==> src/rtl/id_stage_param_if.sv <==
// Fetch/write-back to decode/execute bundle for the parameterised ID stage.
// The master drives IF/ID and write-back inputs; the slave (ID stage) drives the DX boundary and stall.
interface id_stage_param_if #(
    parameter int DATA_W  = 32,
    parameter int REG_NUM = 32
);
    localparam int ADDR_W = $clog2(REG_NUM);

    logic              fd_valid;
    logic [31:0]       IR;
    logic [DATA_W-1:0] PC;
    logic              flush;
    logic              hold;
    logic              MW_we;
    logic [ADDR_W-1:0] MW_RD;
    logic [DATA_W-1:0] MW_data;

    logic              stall;
    logic              DX_valid;
    logic [DATA_W-1:0] A;
    logic [DATA_W-1:0] B;
    logic [DATA_W-1:0] DX_immediate;
    logic [ADDR_W-1:0] RD;
    logic [2:0]        ALUctr;
    logic              DX_lwFlag;
    logic              DX_swFlag;
    logic [2:0]        DX_compareFlag;
    logic [DATA_W-1:0] DX_PC;
    logic              DX_illegal;

    modport master (
        output fd_valid, IR, PC, flush, hold, MW_we, MW_RD, MW_data,
        input  stall, DX_valid, A, B, DX_immediate, RD, ALUctr,
               DX_lwFlag, DX_swFlag, DX_compareFlag, DX_PC, DX_illegal
    );

    modport slave (
        input  fd_valid, IR, PC, flush, hold, MW_we, MW_RD, MW_data,
        output stall, DX_valid, A, B, DX_immediate, RD, ALUctr,
               DX_lwFlag, DX_swFlag, DX_compareFlag, DX_PC, DX_illegal
    );
endinterface

==> src/rtl/id_stage_param.sv <==
// Parameterised MIPS instruction-decode stage: register file with write bypass,
// R/I/J decode, load-use stall, hold/flush handling and a registered DX boundary.
module id_stage_param #(
    parameter int DATA_W  = 32,
    parameter int REG_NUM = 32
) (
    input logic          clk,
    input logic          rst,
    id_stage_param_if.slave bus
);
    localparam int ADDR_W = $clog2(REG_NUM);

    // Immediate forming helpers.
    function automatic logic signed [DATA_W-1:0] sext16(input logic [15:0] v);
        return {{(DATA_W-16){v[15]}}, v};
    endfunction

    function automatic logic [DATA_W-1:0] zext26(input logic [25:0] v);
        return {{(DATA_W-26){1'b0}}, v};
    endfunction

    logic [DATA_W-1:0] regs_q [REG_NUM];

    logic [5:0]        op;
    logic [5:0]        funct;
    logic [ADDR_W-1:0] rs_f, rt_f, rd_f;
    logic [DATA_W-1:0] rs_val, rt_val;
    logic              unused_ir;

    // Shamt and unused register-field bits carry no meaning for this stage.
    assign unused_ir = ^bus.IR;
    assign op    = bus.IR[31:26];
    assign funct = bus.IR[5:0];
    assign rs_f  = bus.IR[21 +: ADDR_W];
    assign rt_f  = bus.IR[16 +: ADDR_W];
    assign rd_f  = bus.IR[11 +: ADDR_W];

    // Decoded fields, before the DX register.
    logic signed [DATA_W-1:0] dec_a, dec_b, dec_imm;
    logic [ADDR_W-1:0]        dec_rd;
    logic [2:0]               dec_alu, dec_cmp;
    logic                     dec_lw, dec_sw, dec_ill, reads_rt;

    // DX boundary registers.
    logic                     dx_valid_q, dx_valid_d;
    logic signed [DATA_W-1:0] a_q, a_d, b_q, b_d, imm_q, imm_d;
    logic [DATA_W-1:0]        pc_q, pc_d;
    logic [ADDR_W-1:0]        rd_q, rd_d;
    logic [2:0]               alu_q, alu_d, cmp_q, cmp_d;
    logic                     lw_q, lw_d, sw_q, sw_d, ill_q, ill_d;
    logic                     load_use;

    // Register file: r0 is never written, write-back lands on the rising edge.
    always_ff @(posedge clk or negedge rst) begin
        if (!rst) begin
            for (int i = 0; i < REG_NUM; i++) regs_q[i] <= '0;
        end else if (bus.MW_we && bus.MW_RD != '0) begin
            regs_q[bus.MW_RD] <= bus.MW_data;
        end
    end

    // Source reads, with write-back data forwarded when it targets the same register.
    always_comb begin
        rs_val = '0;
        rt_val = '0;
        if (rs_f != '0) rs_val = (bus.MW_we && bus.MW_RD == rs_f) ? bus.MW_data : regs_q[rs_f];
        if (rt_f != '0) rt_val = (bus.MW_we && bus.MW_RD == rt_f) ? bus.MW_data : regs_q[rt_f];
    end

    // Instruction decode; unsupported encodings zero every field except the illegal flag.
    always_comb begin
        dec_a    = '0;
        dec_b    = '0;
        dec_imm  = '0;
        dec_rd   = '0;
        dec_alu  = 3'd0;
        dec_cmp  = 3'd0;
        dec_lw   = 1'b0;
        dec_sw   = 1'b0;
        dec_ill  = 1'b0;
        reads_rt = 1'b0;
        case (op)
            6'd0: begin
                reads_rt = 1'b1;
                dec_a    = rs_val;
                dec_b    = rt_val;
                dec_rd   = rd_f;
                case (funct)
                    6'd32:   dec_alu = 3'd0;
                    6'd34:   dec_alu = 3'd1;
                    6'd42:   dec_alu = 3'd2;
                    6'd36:   dec_alu = 3'd3;
                    6'd37:   dec_alu = 3'd4;
                    default: dec_ill = 1'b1;
                endcase
            end
            6'd35: begin
                dec_a  = rs_val;
                dec_b  = sext16(bus.IR[15:0]);
                dec_rd = rt_f;
                dec_lw = 1'b1;
            end
            6'd43: begin
                reads_rt = 1'b1;
                dec_a    = rs_val;
                dec_b    = sext16(bus.IR[15:0]);
                dec_imm  = rt_val;
                dec_sw   = 1'b1;
            end
            6'd8: begin
                dec_a  = rs_val;
                dec_b  = sext16(bus.IR[15:0]);
                dec_rd = rt_f;
            end
            6'd4, 6'd5: begin
                reads_rt = 1'b1;
                dec_a    = rs_val;
                dec_b    = rt_val;
                dec_imm  = sext16(bus.IR[15:0]);
                dec_alu  = 3'd2;
                dec_cmp  = (op == 6'd4) ? 3'd1 : 3'd3;
            end
            6'd2: begin
                dec_b   = zext26(bus.IR[25:0]);
                dec_alu = 3'd2;
                dec_cmp = 3'd2;
            end
            default: dec_ill = 1'b1;
        endcase
        if (dec_ill) begin
            dec_a   = '0;
            dec_b   = '0;
            dec_imm = '0;
            dec_rd  = '0;
            dec_alu = 3'd0;
        end
    end

    assign load_use = dx_valid_q && lw_q && (rd_q != '0) &&
                      ((rd_q == rs_f) || (reads_rt && rd_q == rt_f));
    assign bus.stall = (bus.fd_valid && load_use) || bus.hold;

    // DX next state: flush beats hold; hold freezes; otherwise load or insert a bubble.
    always_comb begin
        dx_valid_d = dx_valid_q;
        a_d        = a_q;
        b_d        = b_q;
        imm_d      = imm_q;
        pc_d       = pc_q;
        rd_d       = rd_q;
        alu_d      = alu_q;
        cmp_d      = cmp_q;
        lw_d       = lw_q;
        sw_d       = sw_q;
        ill_d      = ill_q;
        if (bus.flush || !bus.hold) begin
            a_d        = dec_a;
            b_d        = dec_b;
            imm_d      = dec_imm;
            pc_d       = bus.PC;
            dx_valid_d = 1'b0;
            rd_d       = '0;
            alu_d      = 3'd0;
            cmp_d      = 3'd0;
            lw_d       = 1'b0;
            sw_d       = 1'b0;
            ill_d      = 1'b0;
            if (!bus.flush && !load_use && bus.fd_valid) begin
                dx_valid_d = !dec_ill;
                rd_d       = dec_rd;
                alu_d      = dec_alu;
                cmp_d      = dec_cmp;
                lw_d       = dec_lw;
                sw_d       = dec_sw;
                ill_d      = dec_ill;
            end
        end
    end

    // DX register; reset discards in-flight contents immediately.
    always_ff @(posedge clk or negedge rst) begin
        if (!rst) begin
            dx_valid_q <= 1'b0;
            a_q        <= '0;
            b_q        <= '0;
            imm_q      <= '0;
            pc_q       <= '0;
            rd_q       <= '0;
            alu_q      <= 3'd0;
            cmp_q      <= 3'd0;
            lw_q       <= 1'b0;
            sw_q       <= 1'b0;
            ill_q      <= 1'b0;
        end else begin
            dx_valid_q <= dx_valid_d;
            a_q        <= a_d;
            b_q        <= b_d;
            imm_q      <= imm_d;
            pc_q       <= pc_d;
            rd_q       <= rd_d;
            alu_q      <= alu_d;
            cmp_q      <= cmp_d;
            lw_q       <= lw_d;
            sw_q       <= sw_d;
            ill_q      <= ill_d;
        end
    end

    assign bus.DX_valid       = dx_valid_q;
    assign bus.A              = a_q;
    assign bus.B              = b_q;
    assign bus.DX_immediate   = imm_q;
    assign bus.DX_PC          = pc_q;
    assign bus.RD             = rd_q;
    assign bus.ALUctr         = alu_q;
    assign bus.DX_compareFlag = cmp_q;
    assign bus.DX_lwFlag      = lw_q;
    assign bus.DX_swFlag      = sw_q;
    assign bus.DX_illegal     = ill_q;
endmodule

==> src/flat_wrapper.sv <==
// flat-port wrapper written by rule: the top's interface ports become plain ports
module id_stage_param_flat 
#(
    parameter int DATA_W  = 32,
    parameter int REG_NUM = 32
)
  (clk, rst, bus_fd_valid, bus_IR, bus_PC, bus_flush, bus_hold, bus_MW_we, bus_MW_RD, bus_MW_data, bus_stall, bus_DX_valid, bus_A, bus_B, bus_DX_immediate, bus_RD, bus_ALUctr, bus_DX_lwFlag, bus_DX_swFlag, bus_DX_compareFlag, bus_DX_PC, bus_DX_illegal);
  id_stage_param_if #(.DATA_W(DATA_W), .REG_NUM(REG_NUM)) bus_i ();
  input logic clk;
  input logic rst;
  input wire logic [$bits(bus_i.fd_valid)-1:0] bus_fd_valid;
  input wire logic [$bits(bus_i.IR)-1:0] bus_IR;
  input wire logic [$bits(bus_i.PC)-1:0] bus_PC;
  input wire logic [$bits(bus_i.flush)-1:0] bus_flush;
  input wire logic [$bits(bus_i.hold)-1:0] bus_hold;
  input wire logic [$bits(bus_i.MW_we)-1:0] bus_MW_we;
  input wire logic [$bits(bus_i.MW_RD)-1:0] bus_MW_RD;
  input wire logic [$bits(bus_i.MW_data)-1:0] bus_MW_data;
  output wire logic [$bits(bus_i.stall)-1:0] bus_stall;
  output wire logic [$bits(bus_i.DX_valid)-1:0] bus_DX_valid;
  output wire logic [$bits(bus_i.A)-1:0] bus_A;
  output wire logic [$bits(bus_i.B)-1:0] bus_B;
  output wire logic [$bits(bus_i.DX_immediate)-1:0] bus_DX_immediate;
  output wire logic [$bits(bus_i.RD)-1:0] bus_RD;
  output wire logic [$bits(bus_i.ALUctr)-1:0] bus_ALUctr;
  output wire logic [$bits(bus_i.DX_lwFlag)-1:0] bus_DX_lwFlag;
  output wire logic [$bits(bus_i.DX_swFlag)-1:0] bus_DX_swFlag;
  output wire logic [$bits(bus_i.DX_compareFlag)-1:0] bus_DX_compareFlag;
  output wire logic [$bits(bus_i.DX_PC)-1:0] bus_DX_PC;
  output wire logic [$bits(bus_i.DX_illegal)-1:0] bus_DX_illegal;
  assign bus_i.fd_valid = bus_fd_valid;
  assign bus_i.IR = bus_IR;
  assign bus_i.PC = bus_PC;
  assign bus_i.flush = bus_flush;
  assign bus_i.hold = bus_hold;
  assign bus_i.MW_we = bus_MW_we;
  assign bus_i.MW_RD = bus_MW_RD;
  assign bus_i.MW_data = bus_MW_data;
  assign bus_stall = bus_i.stall;
  assign bus_DX_valid = bus_i.DX_valid;
  assign bus_A = bus_i.A;
  assign bus_B = bus_i.B;
  assign bus_DX_immediate = bus_i.DX_immediate;
  assign bus_RD = bus_i.RD;
  assign bus_ALUctr = bus_i.ALUctr;
  assign bus_DX_lwFlag = bus_i.DX_lwFlag;
  assign bus_DX_swFlag = bus_i.DX_swFlag;
  assign bus_DX_compareFlag = bus_i.DX_compareFlag;
  assign bus_DX_PC = bus_i.DX_PC;
  assign bus_DX_illegal = bus_i.DX_illegal;
  id_stage_param #(.DATA_W(DATA_W), .REG_NUM(REG_NUM)) u_core (.clk(clk), .rst(rst), .bus(bus_i));
endmodule
==> config.mk <==
export PLATFORM = sky130hd
export DESIGN_NAME = id_stage_param_flat
export DESIGN_NICKNAME = d
export VERILOG_FILES = /design/src/rtl/id_stage_param_if.sv /design/src/rtl/id_stage_param.sv /design/src/flat_wrapper.sv
export SDC_FILE = /design/constraint.sdc
export NUM_CORES = 2
export LEC_CHECK = 0
export ABC_AREA = 0
export CELL_PAD_IN_SITES_DETAIL_PLACEMENT = 1
export CELL_PAD_IN_SITES_GLOBAL_PLACEMENT = 1
export CORE_MARGIN = 8
export CORE_UTILIZATION = 40
export DETAILED_ROUTE_END_ITERATION = 12
export MAX_ROUTING_LAYER = met4
export PLACE_DENSITY_LB_ADDON = 0.1
export SLEW_MARGIN = 0
export SYNTH_ARGS = -nofsm -noshare
export SYNTH_HDL_FRONTEND = slang
export SYNTH_SLANG_ARGS = --single-unit
==> constraint.sdc <==
create_clock -name clk -period 3.52 [get_ports clk]
set_input_delay 1.056 -clock clk [delete_from_list [all_inputs] [get_ports clk]]
set_output_delay 1.056 -clock clk [all_outputs]
set_load 0.05 [all_outputs]
; ---- Yosys cells after proc, flatten, opt, wreduce, memory -nomap -nowiden
; Index checks and enable logic that the tools add are counted.
[op_classes]
magnitude_cmp = 4
multipliers = 0
n_addsub = 0
shift = 0
n_mux = 38
bitwise_logic = 3
n_div = 0
n_reduce_logical = 32
n_eq_ne = 15
[ops]
columns = operator, n
row1 = $bwmux W1024, 1
row2 = $mux W32, 13
row3 = $bmux W32 S5, 2
row4 = $demux W32 S5, 1
row5 = $pmux W32 S3, 1
row6 = $pmux W32 S2, 1
row7 = $eq A6 B6 Y1 const B, 7
row8 = $eq A5 B5 Y1, 4
row9 = $reduce_bool A5 Y1, 4
row10 = $ge A6 B6 Y1 const B, 3
row11 = $not A5 Y6, 3
row12 = $eq A6 B3 Y1 const B, 2
row13 = $pmux W3 S2, 2
row14 = $pmux W3 S4, 1
row15 = $reduce_or A6 Y1, 2
row16 = $logic_and A1 B1 Y1, 11
row17 = $mux W5, 2
row18 = $pmux W5 S2, 1
row19 = $mux W3, 3
row20 = $reduce_or A3 Y1, 3
row21 = $mux W1, 8
row22 = $eq A6 B2 Y1 const B, 1
row23 = $eq A6 B4 Y1 const B, 1
row24 = $logic_not A6 Y1, 1
row25 = other kinds (8), 14
[totals]
in_bits = 107
rom_bits = 0
elab_cells = 135
mem_count = 0
reg_bits = 1167
out_inout_bits = 144
latch_bits = 0
ramBits = 0

; ---- Depth between registers and ports, before layout
[depth]
depth_word = 10
ltp_mapped = 12
depth_no_buf = 6

; ---- Worst setup path before layout
; No wires, ideal clock.
[synth_path]
kind = input-to-output
startpoint = input bus_IR[18]
endpoint = output bus_stall
required_time_ps = 2464
t_arrival_ps = 2703
slack_ps = -239
stages = 8
path_cell_list = buf_4 buf_2 buf_4 buf_2 xnor2_1 o2111ai_1 a21oi_1 a21o_1
[synth_via]
elab_chain_len = 6
[synth_rtl]
columns = item, line
row1 = "start, declared", flat_wrapper.sv:12  ; input wire logic [$bits(bus_i.IR)-1:0] bus_IR;
row2 = $eq A5 B5 Y1, id_stage_param.sv:140  ; ((rd_q == rs_f) || (reads_rt && rd_q == rt_f));
row3 = $logic_and A1 B1 Y1, id_stage_param.sv:140
row4 = $logic_or A1 B1 Y1, id_stage_param.sv:140
row5 = $logic_and A1 B1 Y1, id_stage_param.sv:139  ; assign load_use = dx_valid_q && lw_q && (rd_q != '0) &&
row6 = $logic_and A1 B1 Y1, id_stage_param.sv:141  ; assign bus.stall = (bus.fd_valid && load_use) || bus.hold;
row7 = $logic_or A1 B1 Y1, id_stage_param.sv:141
row8 = "end, declared", flat_wrapper.sv:19  ; output wire logic [$bits(bus_i.stall)-1:0] bus_stall;
; No other way between the ends.

; ---- Worst setup path in the final report
[layout_path]
startpoint = input bus_IR[24]
endpoint = output bus_stall
[layout_via]
elab_chain_len = 5
[layout_rtl]
columns = item, line
row1 = $eq A5 B5 Y1, id_stage_param.sv:140
row2 = $logic_or A1 B1 Y1, id_stage_param.sv:140
row3 = $logic_and A1 B1 Y1, id_stage_param.sv:139
row4 = $logic_and A1 B1 Y1, id_stage_param.sv:141
row5 = $logic_or A1 B1 Y1, id_stage_param.sv:141
; No other way between the ends.

==> flow_metrics.py <==
metrics = {
    "yosys": {
        "synth.area.top_cells": "dfrtp_1 (48%), mux2_2 (19%), mux4_2 (12%)",
        "synth_nets": 4597,
        "synth_area_mm2": 0.0609,
        "avgSynthCellArea_um2": 13.6,
        "synth_seq_cells": 1166,
        "yosys_warnings": 0,
        "synth_edf_count": 0,
        "yosysUniqueCellTypes": 60,
        "synth-seq-area-share": 0.479,
        "synth_top_area_frac": 0.479,
        "syn-instance-count": 4490,
        "ys.flop_type": "dfrtp_1",
        "async_flop_share": 1.00,
        "yosysTopAreaCell": "dfrtp_1",
    },
    "setup_path": {
        "path_class": "primary input to output pin",
        "endpoint_kind": "output pin",
        "required_ns": 2.46,
        "worstPathArrival_ns": 2.52,
        "reg2reg_depth": 7,
        "crit_path_start_kind": "primary input",
        "path_max_fanout": 2,
    },
    "layout": {
        "layout_commonest_cell": "dfrtp_1",
        "drive_gt1_frac": 0.420,
        "nNetsFinal": 4923,
        "fin_area_mm2": 0.0741,
        "area_growth_pct": 21.8,
        "fin_util": 0.489,
        "final_cell_mix": "dfrtp_1 (1162), mux2_2 (1004), mux2i_1 (434), mux4_2 (321), buf_4 (277)",
    },
    "pwr": {
        "power_frac_comb": 0.196,
        "ir_drop_mv": 0.508,
        "p_leak_uw": 0.0325,
        "power_density_mw_per_mm2": 542,
        "switching_share": 0.283,
        "p_switching_uw": 11300,
        "p_total_uw": 40200,
        "p_clk_frac": 0.368,
        "intPower_uw": 28800,
        "p_seq_frac": 0.435,
    },
    "clock_tree": {
        "cts.sinks": 1166,
        "cts_tree": "built",
        "path_clk_slew_ns": 0.05,
        "clockRootBuffer": "clkbuf_16",
        "clkLatencyLatePin_ns": 0.79,
        "cts_buffer_depth": 3,
        "cts-buffers-inserted": 139,
        "htreeDepth": 4,
    },
    "run_status": {
        "status": "complete, but fails checks",
        "violations": "negative setup slack",
    },
    "flow_run": {
        "max_cap_viol_count": 0,
    },
    "detailed_routing": {
        "drt_drc_violations_left": 0,
        "routed_wirelength_um": 243000,
        "vias": 43806,
        "ant_nets": 0,
        "vias_per_cell": 6.30,
        "wire_per_inst_um": 35.0,
        "dr.pass1.iters": 5,
        "drt_iter0_drc": 3957,
    },
    "grt": {
        "grt_pass1_vias": 45511,
        "track_usage": 0.301,
        "grt_max_degree": 108,
        "grt.overflow.total": 0,
        "grt_pass1_wl_um": 351000,
        "grt_antenna_before_repair": 12,
    },
    "timing": {
        "clock_skew_ns": 0.0283,
        "period_share": 1.02,
        "setup-violations-final": 1,
        "maxSlewHeadroom": 0.0977,
        "finalWorstPathRequiredPeriod_ns": 3.58,
        "hold_violations": 0,
        "fin_ws_ns": -0.0555,
        "hold-worst-slack_ns": 0.157,
        "grt_setup_unrepaired": "yes",
        "max_freq_mhz": 280,
        "worst_pin_slew_ns": 1.35,
        "drv_slew": 0,
    },
    "floorplan": {
        "start_util": 0.402,
        "die_w_um": 406,
        "io-pin-count": 251,
        "die_h_um": 406,
        "num_rows": 143,
        "core_mm2": 0.152,
        "die_area_mm2": 0.165,
    },
    "place": {
        "place_worst_setup_slack_ns": -0.531,
        "numPortBuffers": 249,
        "place.gp.congestion": 0.836,
        "place_area_mm2": 0.0694,
        "place_hpwl_um": 157000,
    },
    "worst_hold_path": {
        "hold_path.class": "primary input to asynchronous set/reset pin",
    },
}
cell usage after synthesis (12+ instances only):
master / instances
a21oi_1: 74
a221o_1: 33
a22o_1: 48
a22oi_1: 245
a31oi_1: 63
and2_1: 24
buf_1: 76
buf_2: 64
buf_4: 23
clkbuf_1: 330
dfrtp_1: 1166
mux2_2: 1004
mux2i_1: 434
mux4_2: 321
nand2_1: 164
nand3_1: 51
nand3b_1: 12
nand4_1: 25
nor2_1: 46
nor2b_1: 22
nor3_1: 15
o211ai_1: 23
o21ai_0: 50
o22ai_1: 22
or3_1: 19
xor2_1: 15
metrics by stage:
| stage | setup TNS (ns) | instances |
|---|---|---|
| finish | -0.0555 | 6953 |
| CTS | -0.0919 | 6951 |
| global route | -0.104 | 6953 |
| detailed placement | -13.71 | 6698 |
| global placement | -16.17 | 6698 |
| floorplan | 0 | 4490 |
power groups by stage:
stage	Sequential, µW	Combinational [µW]	Clock, µW
after floorplan	17200	5220	0
after global placement	17500	7680	0
after detailed placement	17600	7850	0
after CTS	17400	7890	15100
after global routing	17800	8400	15600
final	17500	7880	14800
logic make-up after synthesis:
logic type | after synthesis | share of synthesized area
and+or+nand+nor | 423 | 0.0345
AOI/OAI and AO/OA | 624 | 0.0735
other | 1 | 0.0000616
DFF | 1166 | 0.479
buffers and inverters | 495 | 0.0333
xor gates and xnor gates | 22 | 0.00317
muxes | 1759 | 0.376
path summary, 6_finish.rpt:
kind                                     start             endpoint  slack, ns
max                                 bus_IR[24]            bus_stall      -0.06
min                                        rst   u_core.regs_q[406]       0.16
max reg2reg                 u_core.regs_q[367]     u_core.bus.B[15]       1.05
min reg2reg                u_core.regs_q[1007]  u_core.regs_q[1007]       0.40
max in group asynchronous                  rst   u_core.regs_q[296]       2.26
min in group clk           u_core.regs_q[1007]  u_core.regs_q[1007]       0.40
per-layer routing:
layer  GRT usage  part of all wire  vias up
met5           -                 0        -
met4      0.0988             0.036        0
met3      0.0477             0.066      432
met2       0.460              0.46     1633
met1       0.412              0.44    23986
li1            -                 -    17755
sequential cells by signal, summed over array words and instances (netlist names), 2 cells and up:
name                       count
u_core.regs_q               1024
u_core.bus.A                  32
u_core.bus.B                  32
u_core.bus.DX_PC              32
u_core.bus.DX_immediate       32
u_core.bus.RD                  5
u_core.bus.ALUctr              3
u_core.bus.DX_compareFlag      2
critical path, stage by stage:
cell and delay, ns:
clkdlybuf4s50_1 0.44, buf_12 0.16, xnor2_2 0.20, nand3_4 0.15, a21oi_4 0.22, a21o_4 0.15, buf_12 0.13
area by class of cell:
| cell class | instances | area (µm²) |
|---|---|---|
| Fill cell | 14969 | 77400 |
| Timing Repair Buffer | 678 | 7660 |
| Multi-Input combinational cell | 2829 | 30100 |
| Sequential cell | 1166 | 29200 |
| Antenna cell | 2 | 5.00 |
| Clock inverter | 45 | 508 |
| Clock buffer | 201 | 4110 |
| Tap cell | 2030 | 2540 |
| Inverter | 2 | 7.51 |
what timing repair did:
| action | 4_1_cts | 5_1_grt |
|---|---|---|
| endpoints found under the setup margin | 1 | 1 |
| gates resized for setup | 26 | 5 |
| buffers inserted | 7 | 0 |
| pin swaps | 11 | 4 |
| hold buffers | 0 | 0 |
Note: power is estimated with default switching activity, not from simulation.
